===== src/rtl/mem_pkg.sv =====
// Shared encodings for the RAM store path: request sizes, store FSM states and address widths.
package mem_pkg;

    localparam int ADDR_W_DEF = 32;
    localparam int RAM_AW     = ADDR_W_DEF - 2;

    localparam logic [1:0] SIZE_BYTE = 2'd0;
    localparam logic [1:0] SIZE_HALF = 2'd1;
    localparam logic [1:0] SIZE_WORD = 2'd2;
    localparam logic [1:0] SIZE_RSVD = 2'd3;

    typedef enum logic [2:0] {
        ST_IDLE,
        ST_READ,
        ST_MERGE,
        ST_WRITE,
        ST_FAULT
    } state_e;

endpackage


===== src/rtl/store_unit_if.sv =====
// Store request handshake plus the shared RAM port, seen from the store master and from its environment.
interface store_unit_if
    import mem_pkg::*;
#(
    parameter int ADDR_W = ADDR_W_DEF
);
    logic              req_valid;
    logic              req_ready;
    logic [ADDR_W-1:0] req_addr;
    logic [31:0]       req_data;
    logic [1:0]        req_size;
    logic              done;
    logic              err;
    logic [ADDR_W-3:0] ram_addr;
    logic [31:0]       ram_din;
    logic              ram_re;
    logic              ram_we;
    logic [31:0]       ram_dout;

    modport master (
        input  req_valid, req_addr, req_data, req_size, ram_dout,
        output req_ready, done, err, ram_addr, ram_din, ram_re, ram_we
    );

    modport slave (
        output req_valid, req_addr, req_data, req_size, ram_dout,
        input  req_ready, done, err, ram_addr, ram_din, ram_re, ram_we
    );
endinterface


===== src/rtl/store_merge.sv =====
// Combinational lane merge of a byte/half/word store into an old little-endian RAM word.
module store_merge
    import mem_pkg::*;
(
    input  logic [31:0] old_word_i,
    input  logic [31:0] st_data_i,
    input  logic [1:0]  size_i,
    input  logic [1:0]  lane_i,
    output logic [31:0] merged_o
);
    always_comb begin
        merged_o = old_word_i;
        case (size_i)
            SIZE_BYTE: merged_o[{lane_i, 3'b000} +: 8] = st_data_i[7:0];
            SIZE_HALF: begin
                if (lane_i[1]) merged_o[31:16] = st_data_i[15:0];
                else           merged_o[15:0]  = st_data_i[15:0];
            end
            SIZE_WORD: merged_o = st_data_i;
            default:   merged_o = old_word_i;
        endcase
    end
endmodule


===== src/rtl/store_unit.sv =====
// RAM store master: word store done 1 cycle after accept, byte/half read-modify-write in 2, faults in 1.
// req_ready is high only in IDLE, so a held request waits until the current store finishes.
module store_unit
    import mem_pkg::*;
#(
    parameter int ADDR_W = ADDR_W_DEF
) (
    input  logic         clk,
    input  logic         reset,
    store_unit_if.master bus
);
    state_e            state_q, state_d;
    logic [ADDR_W-1:0] addr_q, addr_d;
    logic [31:0]       data_q, data_d;
    logic [1:0]        size_q, size_d;
    logic [31:0]       merged;

    store_merge u_merge (
        .old_word_i (bus.ram_dout),
        .st_data_i  (data_q),
        .size_i     (size_q),
        .lane_i     (addr_q[1:0]),
        .merged_o   (merged)
    );

    always_ff @(posedge clk or posedge reset) begin
        if (reset) begin
            state_q <= ST_IDLE;
            addr_q  <= '0;
            data_q  <= '0;
            size_q  <= '0;
        end else begin
            state_q <= state_d;
            addr_q  <= addr_d;
            data_q  <= data_d;
            size_q  <= size_d;
        end
    end

    always_comb begin
        state_d       = state_q;
        addr_d        = addr_q;
        data_d        = data_q;
        size_d        = size_q;
        bus.req_ready = 1'b0;
        bus.done      = 1'b0;
        bus.err       = 1'b0;
        bus.ram_re    = 1'b0;
        bus.ram_we    = 1'b0;
        bus.ram_din   = '0;
        bus.ram_addr  = (state_q == ST_IDLE) ? '0 : addr_q[ADDR_W-1:2];

        case (state_q)
            ST_IDLE: begin
                bus.req_ready = 1'b1;
                if (bus.req_valid) begin
                    addr_d = bus.req_addr;
                    data_d = bus.req_data;
                    size_d = bus.req_size;
                    if (bus.req_size == SIZE_WORD && bus.req_addr[1:0] == 2'b00)
                        state_d = ST_WRITE;
                    else if (bus.req_size == SIZE_BYTE ||
                             (bus.req_size == SIZE_HALF && !bus.req_addr[0]))
                        state_d = ST_READ;
                    else
                        state_d = ST_FAULT;
                end
            end
            ST_READ: begin
                bus.ram_re = 1'b1;
                state_d    = ST_MERGE;
            end
            // ram_dout carries the word fetched in READ; write it back merged in the same cycle.
            ST_MERGE: begin
                bus.ram_we  = 1'b1;
                bus.ram_din = merged;
                bus.done    = 1'b1;
                state_d     = ST_IDLE;
            end
            ST_WRITE: begin
                bus.ram_we  = 1'b1;
                bus.ram_din = data_q;
                bus.done    = 1'b1;
                state_d     = ST_IDLE;
            end
            ST_FAULT: begin
                bus.done = 1'b1;
                bus.err  = 1'b1;
                state_d  = ST_IDLE;
            end
            default: state_d = ST_IDLE;
        endcase
    end
endmodule


===== src/flat_wrapper.sv =====
// flat-port wrapper written by rule: the top's interface ports become plain ports
module store_unit_flat import mem_pkg::*;
#(
    parameter int ADDR_W = ADDR_W_DEF
)
  (clk, reset, bus_req_valid, bus_req_addr, bus_req_data, bus_req_size, bus_ram_dout, bus_req_ready, bus_done, bus_err, bus_ram_addr, bus_ram_din, bus_ram_re, bus_ram_we);
  store_unit_if #(.ADDR_W(ADDR_W)) bus_i ();
  input  logic clk;
  input  logic reset;
  input wire logic [$bits(bus_i.req_valid)-1:0] bus_req_valid;
  input wire logic [$bits(bus_i.req_addr)-1:0] bus_req_addr;
  input wire logic [$bits(bus_i.req_data)-1:0] bus_req_data;
  input wire logic [$bits(bus_i.req_size)-1:0] bus_req_size;
  input wire logic [$bits(bus_i.ram_dout)-1:0] bus_ram_dout;
  output wire logic [$bits(bus_i.req_ready)-1:0] bus_req_ready;
  output wire logic [$bits(bus_i.done)-1:0] bus_done;
  output wire logic [$bits(bus_i.err)-1:0] bus_err;
  output wire logic [$bits(bus_i.ram_addr)-1:0] bus_ram_addr;
  output wire logic [$bits(bus_i.ram_din)-1:0] bus_ram_din;
  output wire logic [$bits(bus_i.ram_re)-1:0] bus_ram_re;
  output wire logic [$bits(bus_i.ram_we)-1:0] bus_ram_we;
  assign bus_i.req_valid = bus_req_valid;
  assign bus_i.req_addr = bus_req_addr;
  assign bus_i.req_data = bus_req_data;
  assign bus_i.req_size = bus_req_size;
  assign bus_i.ram_dout = bus_ram_dout;
  assign bus_req_ready = bus_i.req_ready;
  assign bus_done = bus_i.done;
  assign bus_err = bus_i.err;
  assign bus_ram_addr = bus_i.ram_addr;
  assign bus_ram_din = bus_i.ram_din;
  assign bus_ram_re = bus_i.ram_re;
  assign bus_ram_we = bus_i.ram_we;
  store_unit #(.ADDR_W(ADDR_W)) u_core (.clk(clk), .reset(reset), .bus(bus_i));
endmodule

===== config.mk =====
export PLATFORM = sky130hd
export DESIGN_NAME = store_unit_flat
export DESIGN_NICKNAME = d
export VERILOG_FILES = /design/src/rtl/mem_pkg.sv /design/src/rtl/store_unit_if.sv /design/src/rtl/store_merge.sv /design/src/rtl/store_unit.sv /design/src/flat_wrapper.sv
export SDC_FILE = /design/constraint.sdc
export NUM_CORES = 1
export LEC_CHECK = 0
export CAP_MARGIN = 0
export CORE_MARGIN = 2
export CORE_UTILIZATION = 25
export DETAILED_ROUTE_END_ITERATION = 10
export SLEW_MARGIN = 25
export SYNTH_ARGS = -nofsm -noshare
export SYNTH_HDL_FRONTEND = slang
export SYNTH_HIERARCHICAL = 1
export SYNTH_SLANG_ARGS = --single-unit

===== constraint.sdc =====
create_clock -name clk -period 7.67 [get_ports clk]
set_input_delay 1.534 -clock clk [delete_from_list [all_inputs] [get_ports clk]]
set_output_delay 1.534 -clock clk [all_outputs]
set_load 0.05 [all_outputs]

==> metrics.yaml <==
powerDensity_nw_per_um2: 267
drv_cap: 0
crit_fanout: 26
core_sq_um: 19500
rows: 51
ys_seq_area_frac: 0.349
cts_resized: 0
synth-edff-count: 0
syn_nets: 597
synth_seq_cells: 69
syn_inst: 491
drive_gt1_frac: 0.161
final_cells: 906
yosysWarnings: 6
total_power_mw: 1.91
syn_area_sq_um: 4940
gp_congestion: 0.818
yosysTopAreaCell: "dfrtp_1"
crit_chain: "clkinv_1 -> o22ai_1 -> a221o_1 -> mux2i_1 -> nor2_1 -> clkdlybuf4s50_1"
hold_class: "reg2reg"
slew_headroom: 0.321
period_minus_slack_ps: 5800
initialDrtViolationCount: 374
fp.dieW_um: 145
crit_family: "buffers and inverters"
wl_mm: 17.2
grt_usage: 0.165
fin_skew_ps: 3.59
cts.clk_slew.worst_paths_ps: 60
path_class: "reg2out"
ys.flop_type: "dfrtp_1"
syn_to_final_growth_pct: 44.4
arrival_ps: 4270
ys_types: 41
r2r_setup_slack_ps: 5300
cp_slowest_stage_delay_ps: 1020
clock_latency_ps: 330
grt_pass1_wl_mm: 26.4
vias_per_cell: 5.09
dp_cells: 888
fill_cells: 1918
whs_path_depth: 1
port_buffers: 167
io_pins: 168
die_h_um: 145
yosysTopAreaCellShare: 0.349
fin_util: 0.367
p_leak_nw: 2.65
syn_area_per_cell_sq_um: 10.1
worst_slew_pin_slew_ps: 1020
path_buf_inv: 2
hold_viol_final: 0
maxSlewViolCount: 0
reg2reg_depth: 3
min-delay-start: "u_core/addr_q[8]"
drt-pass1-iter-count: 6
antenna_found_initial: 3
worst_r2r_endpoint: "u_core/size_q[0]"
place_hpwl_mm: 11.9
clkSinkCount: 69
drc: 0
antenna_left: 0
dieArea_sq_um: 20900
async_flop_share: 1.00
cts_setup_buffers: 0
fmax_mhz: 172
critPathCaptureType: "primary output"
period_share: 0.756
required_ps: 6140
rsz0062_at_grt: "false"
grt_max_degree: 70
hold_slack_ps: 497
tritoncts: "yes"
final-setup-viol-count: 0
nets: 740
cts_buffers: 9
register_area_sq_um: 1730
setup-tns-final_ps: 0
rr_startpoint: "u_core/state_q[0]"
status: "complete, no violations"
hold_end: "u_core/addr_q[8]"
multi_input_area_sq_um: 2980
root_buffer: "clkbuf_16"
peakVddDrop_uv: 133
vias: 4615
startpoint_type: "flop"
ys_top_cells_by_area: "dfrtp_1 (35%), mux2_2 (15%), mux2i_1 (6.7%), nor2b_1 (4.9%), mux2_1 (4.8%)"
clockBufferDepth: 2
crit_slowest_cell: "o22ai_1"
hold_buffers: 0
start_util: 0.254
grt-ovfl-total: 0
routedWlPerCell_um: 18.9
grt_pass1_vias: 4653
htree_levels: 3
## stage by stage
stage          cell area (sq um)  setup slack [ps]
2_1_floorplan               4940              3350
3_5_place_dp                6830              2380
6_report                    7140              1870
3_3_place_gp                6800              2470
5_1_grt                     7140              1670
4_1_cts                     7130              1990
## layer usage
metal  part of all wire  GRT usage  vias up
li1                   -          -     2127
met5            0.00070          0        -
met4              0.029     0.0608        2
met2               0.45      0.259      256
met3               0.12     0.0636       34
met1               0.41      0.206     2196
## worst register-to-register path, stage by stage, from the launching register on
cell and delay (ps):
dfrtp_2 650, nor4b_4 400, buf_4 760, mux2_2 450
## layout make-up
type	instances	share of cell area
diodes	2	0.000701
repair buffers	175	0.246
flip-flops and latches	69	0.242
inverters	9	0.00473
clock buffers	10	0.0335
multi-input cells	370	0.418
well taps	265	0.0465
clock inverters	6	0.00859
## cell families after synthesis
logic type	after synthesis	synth area share
compound gates	102	0.156
fa+ha+maj	5	0.0127
simple gates	141	0.164
buf+inv	52	0.0493
mux	122	0.269
flops	69	0.349
## worst max path at each step
stage | startpoint | end | slack (ps) | cells after the start
after detailed placement | u_core/size_q[0] | bus_ram_din[19] | 2380 | 6
after global routing | u_core/size_q[0] | bus_ram_din[19] | 1670 | 6
after CTS | u_core/size_q[0] | bus_ram_din[19] | 1990 | 6
final | u_core/size_q[0] | bus_ram_din[19] | 1870 | 6
after global placement | u_core/size_q[0] | bus_ram_din[16] | 2470 | 6
after floorplan | u_core/addr_q[1] | bus_ram_din[16] | 3350 | 9
## cell usage after synthesis, types with 7 or more instances
cell type	count
dfrtp_1	69
buf_2	12
a32oi_1	15
nor2_1	32
a221o_1	8
mux2_1	21
nor3b_1	10
mux2_2	68
and3b_1	9
o221ai_1	23
a31oi_1	8
a21oi_1	23
nor2b_1	39
mux2i_1	33
nand2_1	32
clkbuf_1	24
a22oi_1	8
a41oi_1	8
inv_1	7
nand3b_1	8
## sequential cells by signal (all words and copies together), names as in the netlist
| signal | cells |
|---|---|
| u_core/addr_q | 32 |
| u_core/data_q | 32 |
| u_core/state_q | 3 |
| u_core/size_q | 2 |
## report_power, final
part / internal, mW / total (mW) / switching (mW)
sequential: 0.452 / 0.568 / 0.116
clock: 0.260 / 0.427 / 0.167
combinational: 0.401 / 0.911 / 0.510
total: 1.11 / 1.91 / 0.793
## cells in the final DEF (no fill, tap or decap), types with 2 or more instances in the layout
cell type        count
dfrtp_2              2
clkinv_2             3
o221ai_1            23
nor3b_1             10
nand2_1             32
nor4b_4              2
nor2_1              32
a41oi_1              8
o22ai_1              2
o21ai_0              3
clkbuf_16            9
nor2b_1             39
inv_1                6
mux2_2              68
a32oi_1             15
ha_1                 5
nand3b_1             8
a22oi_1              8
a21oi_1             23
mux2i_1             33
diode_2              2
inv_2                2
dfrtp_1             67
a221o_1              8
buf_4                6
mux2_1              21
and3b_1              9
a31oi_1              8
clkdlybuf4s50_1    167
(Power assumes the default switching activity.)
